`config.mk`:
```
export PLATFORM = sky130hd
export DESIGN_NAME = div_unit
export DESIGN_NICKNAME = d
export VERILOG_FILES = /design/src/rtl/div_unit.sv
export SDC_FILE = /design/constraint.sdc
export NUM_CORES = 1
export LEC_CHECK = 0
export BUFFER_PORTS_ARGS = -buffer_cell sky130_fd_sc_hd__buf_2
export CAP_MARGIN = 0
export CORE_UTILIZATION = 40
export DETAILED_ROUTE_END_ITERATION = 10
export RECOVER_POWER = 25
export SYNTH_ARGS = -nofsm -noshare
export SYNTH_HDL_FRONTEND = slang
export SYNTH_SLANG_ARGS = --single-unit
```
`constraint.sdc`:
```
create_clock -name clk -period 4.4 [get_ports clk]
set_clock_uncertainty 0.15 [all_clocks]
set_input_delay 1.32 -clock clk [delete_from_list [all_inputs] [get_ports clk]]
set_output_delay 1.32 -clock clk [all_outputs]
set_load 0.02 [all_outputs]
```
`src/rtl/div_unit.sv`:
```
// Iterative 32-bit restoring divider: signed/unsigned, fixed 33-cycle latency.
// Magnitudes are divided, then quotient/remainder signs are fixed up in one cycle.
module div_unit (
  input  logic        clk,
  input  logic        rst_n,
  input  logic        start,
  input  logic        sign,
  input  logic [31:0] a,
  input  logic [31:0] b,
  input  logic        flush,
  output logic        busy,
  output logic        done,
  output logic [31:0] quo,
  output logic [31:0] rem,
  output logic        div_zero
);

  typedef enum logic [1:0] {IDLE, CALC, FIX, DONE} state_t;

  state_t       state;
  logic [4:0]   cnt;
  logic         sign_p0;
  logic         neg_a_p0;
  logic         neg_b_p0;
  logic         zero_p0;
  logic [31:0]  dvsr_p0;
  logic [31:0]  quo_p0;
  logic [32:0]  rem_p0;

  logic [32:0]        shifted;
  logic signed [32:0] trial;
  logic [31:0]        quo_fix;
  logic [31:0]        rem_fix;

  function automatic logic [31:0] neg32(input logic [31:0] x);
    return ~x + 32'd1;
  endfunction

  // 32'h80000000 maps to unsigned 2^31, which still fits the 32-bit magnitude.
  function automatic logic [31:0] abs32(input logic signed [31:0] x);
    return x[31] ? neg32(x) : x;
  endfunction

  // One restoring step: a negative trial difference means the subtraction is undone.
  always_comb begin
    shifted = {rem_p0[31:0], quo_p0[31]};
    trial   = $signed(shifted - {1'b0, dvsr_p0});
  end

  always_comb begin
    quo_fix = quo_p0;
    rem_fix = rem_p0[31:0];
    if (sign_p0 && (neg_a_p0 ^ neg_b_p0)) quo_fix = neg32(quo_p0);
    if (sign_p0 && neg_a_p0)              rem_fix = neg32(rem_p0[31:0]);
    if (zero_p0)                          quo_fix = '1;
  end

  always_ff @(posedge clk or negedge rst_n) begin
    if (!rst_n) begin
      state    <= IDLE;
      cnt      <= '0;
      busy     <= 1'b0;
      done     <= 1'b0;
      quo      <= '0;
      rem      <= '0;
      div_zero <= 1'b0;
      sign_p0  <= 1'b0;
      neg_a_p0 <= 1'b0;
      neg_b_p0 <= 1'b0;
      zero_p0  <= 1'b0;
      dvsr_p0  <= '0;
      quo_p0   <= '0;
      rem_p0   <= '0;
    end else if (flush) begin
      state <= IDLE;
      busy  <= 1'b0;
      done  <= 1'b0;
    end else begin
      case (state)
        IDLE, DONE: begin
          done <= 1'b0;
          if (start) begin
            state    <= CALC;
            busy     <= 1'b1;
            cnt      <= 5'd31;
            sign_p0  <= sign;
            neg_a_p0 <= sign & a[31];
            neg_b_p0 <= sign & b[31];
            zero_p0  <= (b == 32'd0);
            dvsr_p0  <= sign ? abs32(b) : b;
            quo_p0   <= sign ? abs32(a) : a;
            rem_p0   <= '0;
          end else begin
            state <= IDLE;
          end
        end
        CALC: begin
          rem_p0 <= trial[32] ? shifted : $unsigned(trial);
          quo_p0 <= {quo_p0[30:0], ~trial[32]};
          cnt    <= cnt - 5'd1;
          if (cnt == 5'd0) state <= FIX;
        end
        FIX: begin
          quo      <= quo_fix;
          rem      <= rem_fix;
          div_zero <= zero_p0;
          done     <= 1'b1;
          busy     <= 1'b0;
          state    <= DONE;
        end
        default: state <= IDLE;
      endcase
    end
  end

endmodule

```
Word level (Yosys, flattened, before mapping)
Cells that the tools add are included.

storage, ports and cells
  flip-flop bits (word level) = 174
  input bits = 69
  output and inout bits = 67
  logic and storage cells = 70

operators by class
  add/sub/neg operators = 6
  equal/unequal tests = 6
  mux-type cells = 23
  bitwise logic cells = 9
  reduce and logical (&&, ||, !) cells = 12

operator list
  kind                   number
  $mux 32                10
  $add 32x1->32 const B  4
  $not 32->32            4
  $pmux 32 s2            2
  $sub 33x32->33         1
  $logic_not 32->1       1
  $pmux 5 s2             1
  $ne 3x3->1 const B     2
  $pmux 2 s3             1
  $reduce_and 3->1       2
  $logic_not 5->1        1
  $mux 5                 1
  $sub 5x1->5 const B    1
  $eq 2x2->1 const B     2
  $mux 1                 4
  $mux 2                 2
  $pmux 1 s2             2
  $reduce_and 2->1       2
  $reduce_bool 3->1      1
  $and 1x1->1            2
  $eq 2x1->1 const B     1
  $logic_and 1x1->1      2
  $logic_not 2->1        1
  $ne 2x2->1 const B     1
  4 further kinds        5

Depth between registers and ports, before layout
  depth in word-level cells = 6
  mapped depth = 14
  mapped depth without buffers = 12

Worst setup path after synthesis
OpenSTA, ideal clock, no wires.

  path kind = input -> register
  start = input b[8]
  end = register dvsr_p0[27]
  library setup time = 0.129 ns
  arrival = 3.727 ns
  required time = 4.121 ns
  slack = 0.394 ns
  cell stages on the path = 9
  buffers on the path = 0
  cells stage by stage = or4_4 -> or3_4 -> nor3_4 -> nand2_2 -> or4_1 -> or4_4 -> o31ai_4 -> xor2_1 -> o21ai_1

on the way
  word-level cells in the longest chain between the ends = 4

RTL lines
  element               RTL line  RTL
  from (decl)           9         input logic [31:0] b,
  $not 32->32           36        return ~x + 32'd1;
  $add 32x1->32         36
  $mux 32               41        return x[31] ? neg32(x) : x;
  $mux 32               90        dvsr_p0 <= sign ? abs32(b) : b;
  to (signal assigned)  90
  to (decl)             26        logic [31:0] dvsr_p0;

No other way between the ends.
A chain may end at the register's enable or synchronous reset.

Worst setup path after layout
  start = register quo_p0[31]
  end = register rem_p0[7]

on the way
  word-level cells in the longest chain between the ends = 3

RTL lines
  element                 RTL line  RTL
  from (decl)             27        logic [31:0] quo_p0;
  from (signal assigned)  91        quo_p0 <= sign ? abs32(a) : a;
  from (signal assigned)  99        quo_p0 <= {quo_p0[30:0], ~trial[32]};
  $sub 33x32->33          47        trial = $signed(shifted - {1'b0, dvsr_p0});
  $mux 32                 98        rem_p0 <= trial[32] ? shifted : $unsigned(trial);
  $pmux 32 s2             79        case (state)
  to (signal assigned)    98
  to (decl)               28        logic [32:0] rem_p0;

No other way between the ends.

==> results by group <==
Yosys
  – Most used DFF post-synth: dfrtp_1
  – Synth Area per Inst: around 8.4 µm²
  – Most frequent cell after synthesis: dfrtp_1
  – Number of enable flip-flop cells after synthesis: 0
  – Synth unique cells: 63
  – Mapped Cells: 1321
  – Post-synth ARST share: 100%
  – Post-synthesis sequential area ratio: 39.1%
  – Synth top area share: 39.1%
  – Main area contributors after synthesis: dfrtp_1 39%, xnor2_1 5.9%, nand2_1 5.8%
  – Post-synth top cells: 174 x dfrtp_1, 173 x nand2_1, 132 x nor2_1
  – Yosys Warn Count: 0
  – Syn nets: 1431
  – Synth Register Bits: 174
  – Mapped Area: 0.0111 mm²
  – Dominant cell type by area after synthesis: dfrtp_1

Worst setup path
  – Worst reg2reg path startpoint: quo_p0[31]
  – Crit path DAT: ~4000 ps
  – Critical Path Source Type: flop
  – CP max FO: 17
  – Crit Path Category: flop to flop
  – R2R cell count: 13
  – Worst setup EP type: flop
  – R2R setup slack: 560 ps
  – Worst Path Required: approximately 4600 ps
  – Reg2reg end: rem_p0[7]
  – Capture point of the critical path: rem_p0[7]
  – CP startpoint: quo_p0[31]

Route
  – DR iter-0 viols: between 700 and 800
  – DRT Pass-1 Iters: 5
  – DRC viols: 0
  – Final WL: a little under 30 mm
  – Detail Route Antenna Nets: 0
  – Vias: 9563
  – Avg Vias per Cell: 5.27
  – Routed len/inst: between 15 and 20 µm

Finish
  – Post-route cell area: 0.0128 mm²
  – Synth-to-layout area growth: 15.0%
  – Post-layout net count: 1539
  – Fraction of layout cells with a size suffix above 1: 14.2%
  – Diode count: 0
  – Fin cells: 1814
  – Final Core Density: 47.2%

Timing
  – Final worst-path cycle share: just under 90%
  – Slew @ Worst Pin: roughly 2200 ps
  – Setup_tns: 0 ps
  – Pins Over Slew Limit: 86
  – Number of hold violations in the final report: 0
  – Slew Limit Headroom: -50.0%
  – RSZ-0062 raised after global routing: no
  – Final setup margin: around 560 ps
  – Tmin final: between 3000 and 4000 ps
  – Fin Hold WS: 326 ps
  – Setup Viol. Count Final: 0
  – Fmax: 0.260 GHz

Clock tree
  – Postcts setup bufs: 0
  – CTS Hold Bufs: 0
  – Reg clk slew, reported paths: ~70 ps
  – Total clock buffers created by CTS: 17
  – Insertion delay to the later sink of the worst-skew pair: 430 ps
  – Post-cts gate resize count: 0
  – # clock sinks: 174
  – CTS tree: done
  – CTS Root Cell: clkbuf_16
  – Maximum buffer depth of the clock tree: 2
  – H-Tree Level Count: 4

Power
  – Lkg Pwr: 5.80 nW
  – Pwr Density: about 560 mW/mm²
  – VDD IR max: 254 µV
  – Tot Pwr: roughly 7.1 mW

Placement
  – Place WS: 100 ps
  – PortBufs: 135
  – HPWL Detailed: 21.4 mm
  – Dpl cell area: 0.0122 mm²
  – DP Cell Count: roughly 1800
  – Final Wtd Congestion: between 0.8 and 0.9

GRT
  – First-pass GRT wire length: 47.1 mm
  – Congestion Overflow GR: 0
  – Vias in the first global route: roughly 8900
  – Pin count of the biggest net entering global routing: 88
  – Initial antenna violation count: 0
  – Total GRT Usage: about 21%

Hold path
  – Hold crit path type: flop to flop

Floorplan
  – Die Wd: 169 µm
  – Core footprint: approximately 0.027 mm²
  – Die H: roughly 170 µm
  – I/O pins: 136
  – Die area: between 0.02 and 0.03 mm²
  – Initial Utilization: between 40% and 50%
  – Rows: 60

Job
  – Max cap viols: 1

Status
  – Outcome: finished, violations left
  – Failing checks: max-capacitance violations, max-slew violations
[cell usage in the layout (no fill, tap or decap), types with 4 or more instances in the layout]
master	count
o41ai_1	12
o211ai_1	4
nor4_1	15
a21oi_1	123
inv_6	4
buf_2	132
xnor2_1	75
and2_1	5
o22ai_1	28
or3_1	8
o21ai_1	4
or4_1	15
xor2_1	74
o31ai_1	23
nand2b_1	8
o21bai_1	6
a31oi_1	10
dfrtp_1	174
inv_1	56
nor2_1	130
inv_8	5
nand2_1	173
mux2i_1	27
nor2b_1	5
ha_1	40
clkbuf_16	17
a32oi_1	5
and3_1	6
buf_4	16
a21o_1	11
buf_12	4
nand3_1	21
nor3_1	18
o21ai_0	127
[worst max-delay path: stages (launching register included)]
cell      delay (ps)
dfrtp_1          410
inv_1            200
ha_1             230
fa_1             200
nand2b_1         140
a21oi_1           80
o21ai_0          300
o21ai_1          180
a31oi_1          330
nor2_1           180
o311ai_4         630
buf_4            380
mux2i_1          210
o21ai_0           80
[final cells by class]
type / count / area [µm²]
Sequential cell: 174 / 4350
Timing Repair Buffer: 155 / 873
Inverter: 56 / 210
Tap cell: 372 / 465
Multi-Input combinational cell: 1025 / 6310
Clock buffer: 17 / 425
Fill cell: 2664 / 14300
Clock inverter: 15 / 163
[sequential cells by signal, summed over array words and instances, names as in the netlist, 2 cells and up]
name and flops:
dvsr_p0 32, quo 32, quo_p0 32, rem 32
rem_p0 32, cnt 5, state 2
[kinds of logic after synthesis]
| kind of cell | after synthesis | synth area share [%] |
|---|---|---|
| compound gates | 380 | 20.1 |
| xor+xnor | 149 | 11.7 |
| fa+ha+maj | 41 | 4.67 |
| buf+inv | 122 | 4.55 |
| flops | 174 | 39.1 |
| mux | 29 | 2.63 |
| simple gates | 426 | 17.2 |
[report_power, final]
group	internal, mW	switching [mW]
combinational	1.15	1.91
clock	0.765	0.749
sequential	2.10	0.458
[metal layers]
layer | GRT usage [%] | share of wire, % | vias to the layer above
li1 | - | - | 4851
met1 | 31.9 | 52 | 4436
met2 | 30.1 | 42 | 256
met5 | 0 | 0 | -
met4 | 4.90 | 1.1 | 0
met3 | 2.76 | 4.7 | 20
[how the worst min path moves through the flow]
stage,from,endpoint,slack [ps],cells past startpoint
2_1_floorplan,dvsr_p0[26],dvsr_p0[26],300,2
4_1_cts,rem[17],rem[17],330,2
5_1_grt,rem[16],rem[16],350,2
6_report,rem[12],rem[12],330,2
3_5_place_dp,rem[17],rem[17],310,2
3_3_place_gp,rem[23],rem[23],310,2
(Power assumes the default switching activity.)
